==> config.mk <==
export PLATFORM = sky130hd
export DESIGN_NAME = regfile_writeback
export DESIGN_NICKNAME = d
export VERILOG_FILES = /design/src/rtl/regfile_writeback.sv
export SDC_FILE = /design/constraint.sdc
export NUM_CORES = 1
export LEC_CHECK = 0
export BUFFER_PORTS_ARGS = -buffer_cell sky130_fd_sc_hd__buf_2
export CAP_MARGIN = 40
export CORE_MARGIN = 5
export CORE_UTILIZATION = 56
export CTS_CLUSTER_SIZE = 20
export DETAILED_ROUTE_END_ITERATION = 10
export PLACE_DENSITY = 0.8
export RECOVER_POWER = 50
export SYNTH_ARGS = -nofsm -noshare
export SYNTH_HDL_FRONTEND = slang
export SYNTH_SLANG_ARGS = --single-unit
export TNS_END_PERCENT = 50
==> constraint.sdc <==
create_clock -name clk -period 3.65 [get_ports clk]
set_input_delay 0.365 -clock clk [delete_from_list [all_inputs] [get_ports clk]]
set_output_delay 0.365 -clock clk [all_outputs]
set_load 0.05 [all_outputs]
==> src/rtl/regfile_writeback.sv <==
// ---------------------------------------------------------------------------
// regfile_writeback
//   Write-side controller for the 32x32 register file. It is the only
//   source of the register file's write enable, destination and data.
//   Single-cycle ALU results and multi-cycle load returns share one write
//   port. Load returns are buffered in a small FIFO so they can wait while
//   the ALU uses the port. A scoreboard marks registers with a load in
//   flight and drives a combinational hazard flag that stalls issue.
//
// Ports
//   clk, rst                       clock; synchronous active-high reset
//   issue_valid/is_load/rd         instruction issuing this cycle
//   chk_rs1/chk_rs2/chk_rd, hazard operands of the waiting instruction and
//                                  its stall flag (combinational)
//   alu_valid/rd/data, alu_stall   ALU result; stall means "not taken, hold"
//   mem_valid/rd/data, mem_ready   load return handshake
//   reg_write, rd, write_data      registered register-file write port
//   pending_mask                   scoreboard, bit r = load outstanding to xr
//   fifo_count                     number of buffered load returns
// ---------------------------------------------------------------------------
module regfile_writeback #(
  parameter int XLEN       = 32,
  parameter int FIFO_DEPTH = 4
) (
  input  logic                          clk,
  input  logic                          rst,
  input  logic                          issue_valid,
  input  logic                          issue_is_load,
  input  logic [4:0]                    issue_rd,
  input  logic [4:0]                    chk_rs1,
  input  logic [4:0]                    chk_rs2,
  input  logic [4:0]                    chk_rd,
  output logic                          hazard,
  input  logic                          alu_valid,
  input  logic [4:0]                    alu_rd,
  input  logic [XLEN-1:0]               alu_data,
  output logic                          alu_stall,
  input  logic                          mem_valid,
  output logic                          mem_ready,
  input  logic [4:0]                    mem_rd,
  input  logic [XLEN-1:0]               mem_data,
  output logic                          reg_write,
  output logic [4:0]                    rd,
  output logic [XLEN-1:0]               write_data,
  output logic [31:0]                   pending_mask,
  output logic [$clog2(FIFO_DEPTH):0]   fifo_count
);

  localparam int PTR_W = $clog2(FIFO_DEPTH);
  localparam int CNT_W = PTR_W + 1;

  logic [4:0]       fifo_rd_q   [FIFO_DEPTH];
  logic [4:0]       fifo_rd_d   [FIFO_DEPTH];
  logic [XLEN-1:0]  fifo_data_q [FIFO_DEPTH];
  logic [XLEN-1:0]  fifo_data_d [FIFO_DEPTH];
  logic [PTR_W-1:0] head_q, head_d;
  logic [PTR_W-1:0] tail_q, tail_d;
  logic [CNT_W-1:0] count_q, count_d;
  logic [31:0]      pending_q, pending_d;
  logic             reg_write_q, reg_write_d;
  logic [4:0]       rd_q, rd_d;
  logic [XLEN-1:0]  write_data_q, write_data_d;
  // Set when the write currently on the port came from the FIFO; used to
  // clear that register's scoreboard bit once the write is visible.
  logic             wb_fifo_q, wb_fifo_d;

  logic full_s;
  logic empty_s;
  logic enq_s;
  logic pop_s;

  // FIFO status, load-return handshake and scoreboard hazard lookup
  always_comb begin
    full_s    = (count_q == CNT_W'(FIFO_DEPTH));
    empty_s   = (count_q == {CNT_W{1'b0}});
    mem_ready = ~full_s;
    // Loads to x0 are accepted but dropped, they never occupy a slot.
    enq_s     = mem_valid & ~full_s & (mem_rd != 5'd0);
    hazard    = pending_q[chk_rs1] | pending_q[chk_rs2] | pending_q[chk_rd];
  end

  // Write-port arbitration: a full FIFO has priority so loads cannot starve
  always_comb begin
    pop_s        = 1'b0;
    alu_stall    = 1'b0;
    reg_write_d  = 1'b0;
    rd_d         = rd_q;
    write_data_d = write_data_q;
    wb_fifo_d    = 1'b0;
    if (full_s) begin
      pop_s        = 1'b1;
      alu_stall    = alu_valid;
      reg_write_d  = 1'b1;
      rd_d         = fifo_rd_q[head_q];
      write_data_d = fifo_data_q[head_q];
      wb_fifo_d    = 1'b1;
    end else if (alu_valid) begin
      reg_write_d  = (alu_rd != 5'd0);
      rd_d         = alu_rd;
      write_data_d = alu_data;
    end else if (!empty_s) begin
      pop_s        = 1'b1;
      reg_write_d  = 1'b1;
      rd_d         = fifo_rd_q[head_q];
      write_data_d = fifo_data_q[head_q];
      wb_fifo_d    = 1'b1;
    end else begin
      reg_write_d  = 1'b0;
    end
  end

  // FIFO next state: enqueue at tail, pop at head, pointers wrap naturally
  always_comb begin
    fifo_rd_d   = fifo_rd_q;
    fifo_data_d = fifo_data_q;
    if (enq_s) begin
      fifo_rd_d[tail_q]   = mem_rd;
      fifo_data_d[tail_q] = mem_data;
      tail_d              = tail_q + PTR_W'(1);
    end else begin
      tail_d              = tail_q;
    end
    if (pop_s) begin
      head_d = head_q + PTR_W'(1);
    end else begin
      head_d = head_q;
    end
    count_d = count_q + CNT_W'(enq_s) - CNT_W'(pop_s);
  end

  // Scoreboard next state: clear first so a same-edge set wins
  always_comb begin
    pending_d = pending_q;
    if (wb_fifo_q & reg_write_q) begin
      pending_d[rd_q] = 1'b0;
    end else begin
      pending_d = pending_q;
    end
    if (issue_valid & issue_is_load & (issue_rd != 5'd0)) begin
      pending_d[issue_rd] = 1'b1;
    end else begin
      pending_d[0] = 1'b0;
    end
  end

  // Control state and write-port registers
  always_ff @(posedge clk) begin
    if (rst) begin
      head_q       <= {PTR_W{1'b0}};
      tail_q       <= {PTR_W{1'b0}};
      count_q      <= {CNT_W{1'b0}};
      pending_q    <= 32'd0;
      reg_write_q  <= 1'b0;
      rd_q         <= 5'd0;
      write_data_q <= {XLEN{1'b0}};
      wb_fifo_q    <= 1'b0;
    end else begin
      head_q       <= head_d;
      tail_q       <= tail_d;
      count_q      <= count_d;
      pending_q    <= pending_d;
      reg_write_q  <= reg_write_d;
      rd_q         <= rd_d;
      write_data_q <= write_data_d;
      wb_fifo_q    <= wb_fifo_d;
    end
  end

  // FIFO payload storage; validity is tracked by the pointers alone
  always_ff @(posedge clk) begin
    fifo_rd_q   <= fifo_rd_d;
    fifo_data_q <= fifo_data_d;
  end

  assign reg_write    = reg_write_q;
  assign rd           = rd_q;
  assign write_data   = write_data_q;
  assign pending_mask = pending_q;
  assign fifo_count   = count_q;

endmodule

After elaboration in Yosys (flattened, before gate mapping) --
Cells that the tools add are included.
Storage, ports and cells: register bits after elaboration 226, input bits 100, output and inout bits 76, word-level logic and storage cells 91
Operators by class: $add $sub $neg 4, order comparisons 10, equal/unequal tests 2, multiplexer cells 36, bitwise operators 14, reduce and logical (&&, ||, !) cells 8
Operators with widths (number):
- $mux W32 | 7
- $bwmux W128 | 1
- $bmux W32 S2 | 1
- $demux W32 S2 | 1
- $and A32 B32 Y32 | 1
- $not A32 Y32 | 1
- $or A32 B32 Y32 | 1
- $mux W31 | 1
- $lt A5 B6 Y1 const B | 5
- $mux W5 | 6
- $bwmux W20 | 1
- $bmux W1 S5 | 3
- $reduce_bool A5 Y1 | 3
- $mux W1 | 11
- $bmux W5 S2 | 1
- $demux W1 S5 | 2
- $demux W5 S2 | 1
- $ge A5 B1 Y1 const B | 2
- $ge A3 B3 Y1 const B | 2
- $not A2 Y3 | 2
- $and A1 B1 Y1 | 5
- $add A2 B1 Y2 const B | 2
- $add A3 B1 Y3 | 1
- $eq A3 B3 Y1 const B | 1
- 8 further kinds | 12

Depth between registers and ports, before layout --
depth after elaboration 9, gate-level depth with buffers 11, depth with buffers taken out 9

Worst setup path before layout --
OpenSTA, ideal clock, no wires.
path kind flip-flop to flip-flop, start register count_q[1], in the netlist fifo_count[1], end register fifo_data_q[0] (netlist bit) (enable), setup time 0.398 ns, arrival 2.565 ns, required time 3.252 ns, setup slack 0.687 ns, stages on the path, launching flop included 6, buffers on the path 2, clock period less this slack 2.963 ns, path through dfxtp_1 > or3b_1 > clkbuf_1 > clkbuf_1 > o311a_1 > and2_1
Between the ends: cells in the longest elaborated chain, start to end 4
Ends and longest elaborated chain:
- start, declared | RTL line 58 | logic [CNT_W-1:0] count_q, count_d;
- start signal, assigned | RTL line 151 | count_q <= {CNT_W{1'b0}};
- start signal, assigned | RTL line 160 | count_q <= count_d;
- $eq A3 B3 Y1 | RTL line 74 | full_s = (count_q == CNT_W'(FIFO_DEPTH));
- $not A1 Y1 | RTL line 78 | enq_s = mem_valid & ~full_s & (mem_rd != 5'd0);
- $and A1 B1 Y1 (2 in a row) | RTL line 78
- end signal, assigned | RTL line 172 | fifo_data_q <= fifo_data_d;
- end, declared | RTL line 54 | logic [XLEN-1:0] fifo_data_q [FIFO_DEPTH];
Every way passes these cells. A chain may end at the register's enable or synchronous reset.

Worst setup path in the final report --
start register pending_q[3], in the netlist pending_mask[3], end output port hazard
Between the ends: cells in the longest elaborated chain, start to end 4, elaborated cells on any way between the ends 8, those cells by class 6 x mux; 2 x bitwise
Ends and longest elaborated chain:
- start, declared | RTL line 59 | logic [31:0] pending_q, pending_d;
- start signal, assigned | RTL line 161 | pending_q <= pending_d;
- $bmux W1 S5 | RTL line 79 | hazard = pending_q[chk_rs1] | pending_q[chk_rs2] | pending_q[chk_rd];
- $mux W1 (not written as such) | RTL line 79
- $or A1 B1 Y1 | RTL line 79
- $or A1 B1 Y1 (*) | RTL line 79
- end, declared | RTL line 33 | output logic hazard,
Every way passes the cells marked *; elsewhere a longest branch is shown, timed or not. The select of a mux whose other input is x is not followed.

==> impl_metrics.tcl <==
set metrics [dict create \
    highest_layer "met5" \
    synth_nets 837 \
    final_common_cell "edfxtp_1" \
    power_switching_w 0.002699 \
    worst_ep_arrival_time_ps 2540 \
    power_density_mw_per_mm2 687.0 \
    vias_per_cell 6.119 \
    num_vias 6963 \
    cts_tree "yes" \
    pwr-share-clk 0.286 \
    drcViolationCount 0 \
    slew_violations 0 \
    power_leakage_nw 4.117 \
    fmax_mhz 344.0 \
    antenna_found_initial 2 \
    grt_max_degree 46 \
    ir_drop_mv 0.6217 \
    tritoncts.num_buffers 22 \
    finalSetupViolCount 0 \
    worst_pin_slew_ps 841.6 \
    path_buf_inv 1 \
    async_reset_ff_frac 0 \
    wl_met3_um 2325 \
    cap_violations 0 \
    cp_slowest_cell "mux4_1" \
    p_sw_frac 0.3431 \
    tns_ps 0 \
    syn_area_mm2 0.009664 \
    overflow 0 \
    path_class "register to output port" \
    ys.flop_type "edfxtp_1" \
    clockBufferDepth 3 \
    grt_first_pass_wirelength_um 38480 \
    synth_warnings 0 \
    die_h_um 141.4 \
    start_util 0.5646 \
    clk_latency_ps 510 \
    syn_area_per_cell_um2 13.24 \
    num_io_pins 176 \
    place_area_mm2 0.01083 \
    yosysSeqAreaShare 0.6214 \
    finalPower_w 0.007866 \
    finClkSkew_ps 14.67 \
    coreArea_mm2 0.01712 \
    slew_headroom 0.4369 \
    cp_top_family "multiplexers" \
    worst_setup_path_end_kind "output port" \
    synth.distinct_cells 48 \
    drive_gt1_frac 0.2138 \
    dr.pass1.iters 5 \
    wl_met1_um 9461 \
    fin_crit_sh 0.7964 \
    comb_power_share 0.289 \
    fin_nets 1003 \
    synth-edff-count 148 \
    dpl.hpwl_um 16240 \
    rsz0062_at_grt "no" \
    grt_pass1_vias 7066 \
    wirelength_um 24450 \
    grt.total_usage 0.2429 \
    hold_viol 0 \
    root_buffer "clkbuf_16" \
    cp_max_fo 5 \
    pwr-share-seq 0.425 \
    fin_util 0.6689 \
    final_area_mm2 0.01145 \
    start_kind "register" \
    fp-row-count 48 \
    die_area_mm2 0.01999 \
    ctsHoldBuffers 0 \
    wl_met2_um 11830 \
    cts.clk_slew.worst_paths_ps 60 \
    place_congestion 0.8858 \
    min_period_ps 2907 \
    cts_resized 0 \
    p_int_w 0.005167 \
    netlist_instances 730 \
    post_cts_buffers 0 \
    whs_ps 110.2 \
    drtIter0Drc 725 \
    cts_sinks 226 \
    critPathMaxStageDelay_ps 520 \
    min_path_type "input pin to register" \
    ant_nets 0 \
    area_growth_pct 18.47 \
    die_w_um 141.4 \
    ys_ff_latch 226 \
    htreeDepth 1 \
    layout_common_cells "148 x edfxtp_1, 96 x buf_2, 86 x clkbuf_1" \
    wl_per_cell_um 21.48 \
    crit_chain "mux4_1 > mux2_2 > nand3b_1 > o31ai_1 > or4_1 > buf_2" \
    outcome "completed" \
    port_buffers 175 \
    cp.required_ps 3280 \
]
-- path summary, 6_finish.rpt --
kind,from,slack (ps),endpoint,cells after the start
worst max-delay path,pending_mask[3],740,hazard,6
worst min-delay path,mem_data[5],110,fifo_data_q[37],1
worst max register to register,fifo_count[2],1060,fifo_count[1],8
worst min register to register,write_data[8],500,write_data[8],2
-- cells in the mapped netlist, drive strengths merged, types with 6 or more instances --
master / instances / share of area
nor2b: 6 / 0.0039
edfxtp: 148 / 0.46
mux2i: 30 / 0.031
o21ai: 32 / 0.017
nand3: 46 / 0.024
inv: 9 / 0.0035
dfxtp: 78 / 0.16
nand2: 82 / 0.032
nor2: 53 / 0.021
clkbuf: 32 / 0.012
a311oi: 38 / 0.034
nor3b: 6 / 0.0047
and2: 7 / 0.0045
a21oi: 36 / 0.019
a22oi: 6 / 0.0047
mux4: 46 / 0.11
buf: 17 / 0.0084
ha: 6 / 0.0078
-- registers in the layout, summed over array words and instances (netlist names) --
register	flops
rd	5
write_data	32
head_q	2
reg_write	1
wb_fifo_q	1
pending_mask	32
fifo_count	3
tail_q	2
fifo_rd_q	20
fifo_data_q	128
-- metal layers --
metal | vias up | track usage
met4 | 2 | 0.09141
li1 | 3150 | -
met3 | 63 | 0.04988
met1 | 3359 | 0.3226
met5 | - | 0
met2 | 389 | 0.3995
-- power groups by stage --
stage	clock, W	sequential, W	combinational, W
after global placement	0	0.00341	0.00218
after floorplan	0	0.00386	0.00117
after CTS	0.00228	0.00334	0.00234
after detailed placement	0	0.00339	0.00229
after global routing	0.00239	0.00339	0.00244
final	0.00225	0.00334	0.00227
-- per-stage QoR --
step | std cells | setup slack (ps)
after detailed placement | 1097 | 966.6
after CTS | 1137 | 721.2
after global routing | 1138 | 647.5
after global placement | 1090 | 1004
final | 1138 | 743.2
after floorplan | 730 | 687.5
-- cell families after synthesis --
logic type | share of synthesized area
muxes | 0.1433
and+or+nand+nor | 0.1120
xor gates and xnor gates | 0.003626
buffers and inverters | 0.02434
DFF | 0.6214
AOI/OAI and AO/OA | 0.08545
adders and majority gates | 0.009839
-- final cells by class --
class / count / area (µm²)
repair buffers: 191 / 972.2
well taps: 225 / 281.5
multi-input cells: 446 / 3431
diodes: 1 / 2.502
clock buffers: 29 / 596.8
flip-flops and latches: 226 / 6008
inverters: 9 / 33.78
fillers: 1224 / 5667
clock inverters: 11 / 123.9
Note: power is estimated with default switching activity, not from simulation.
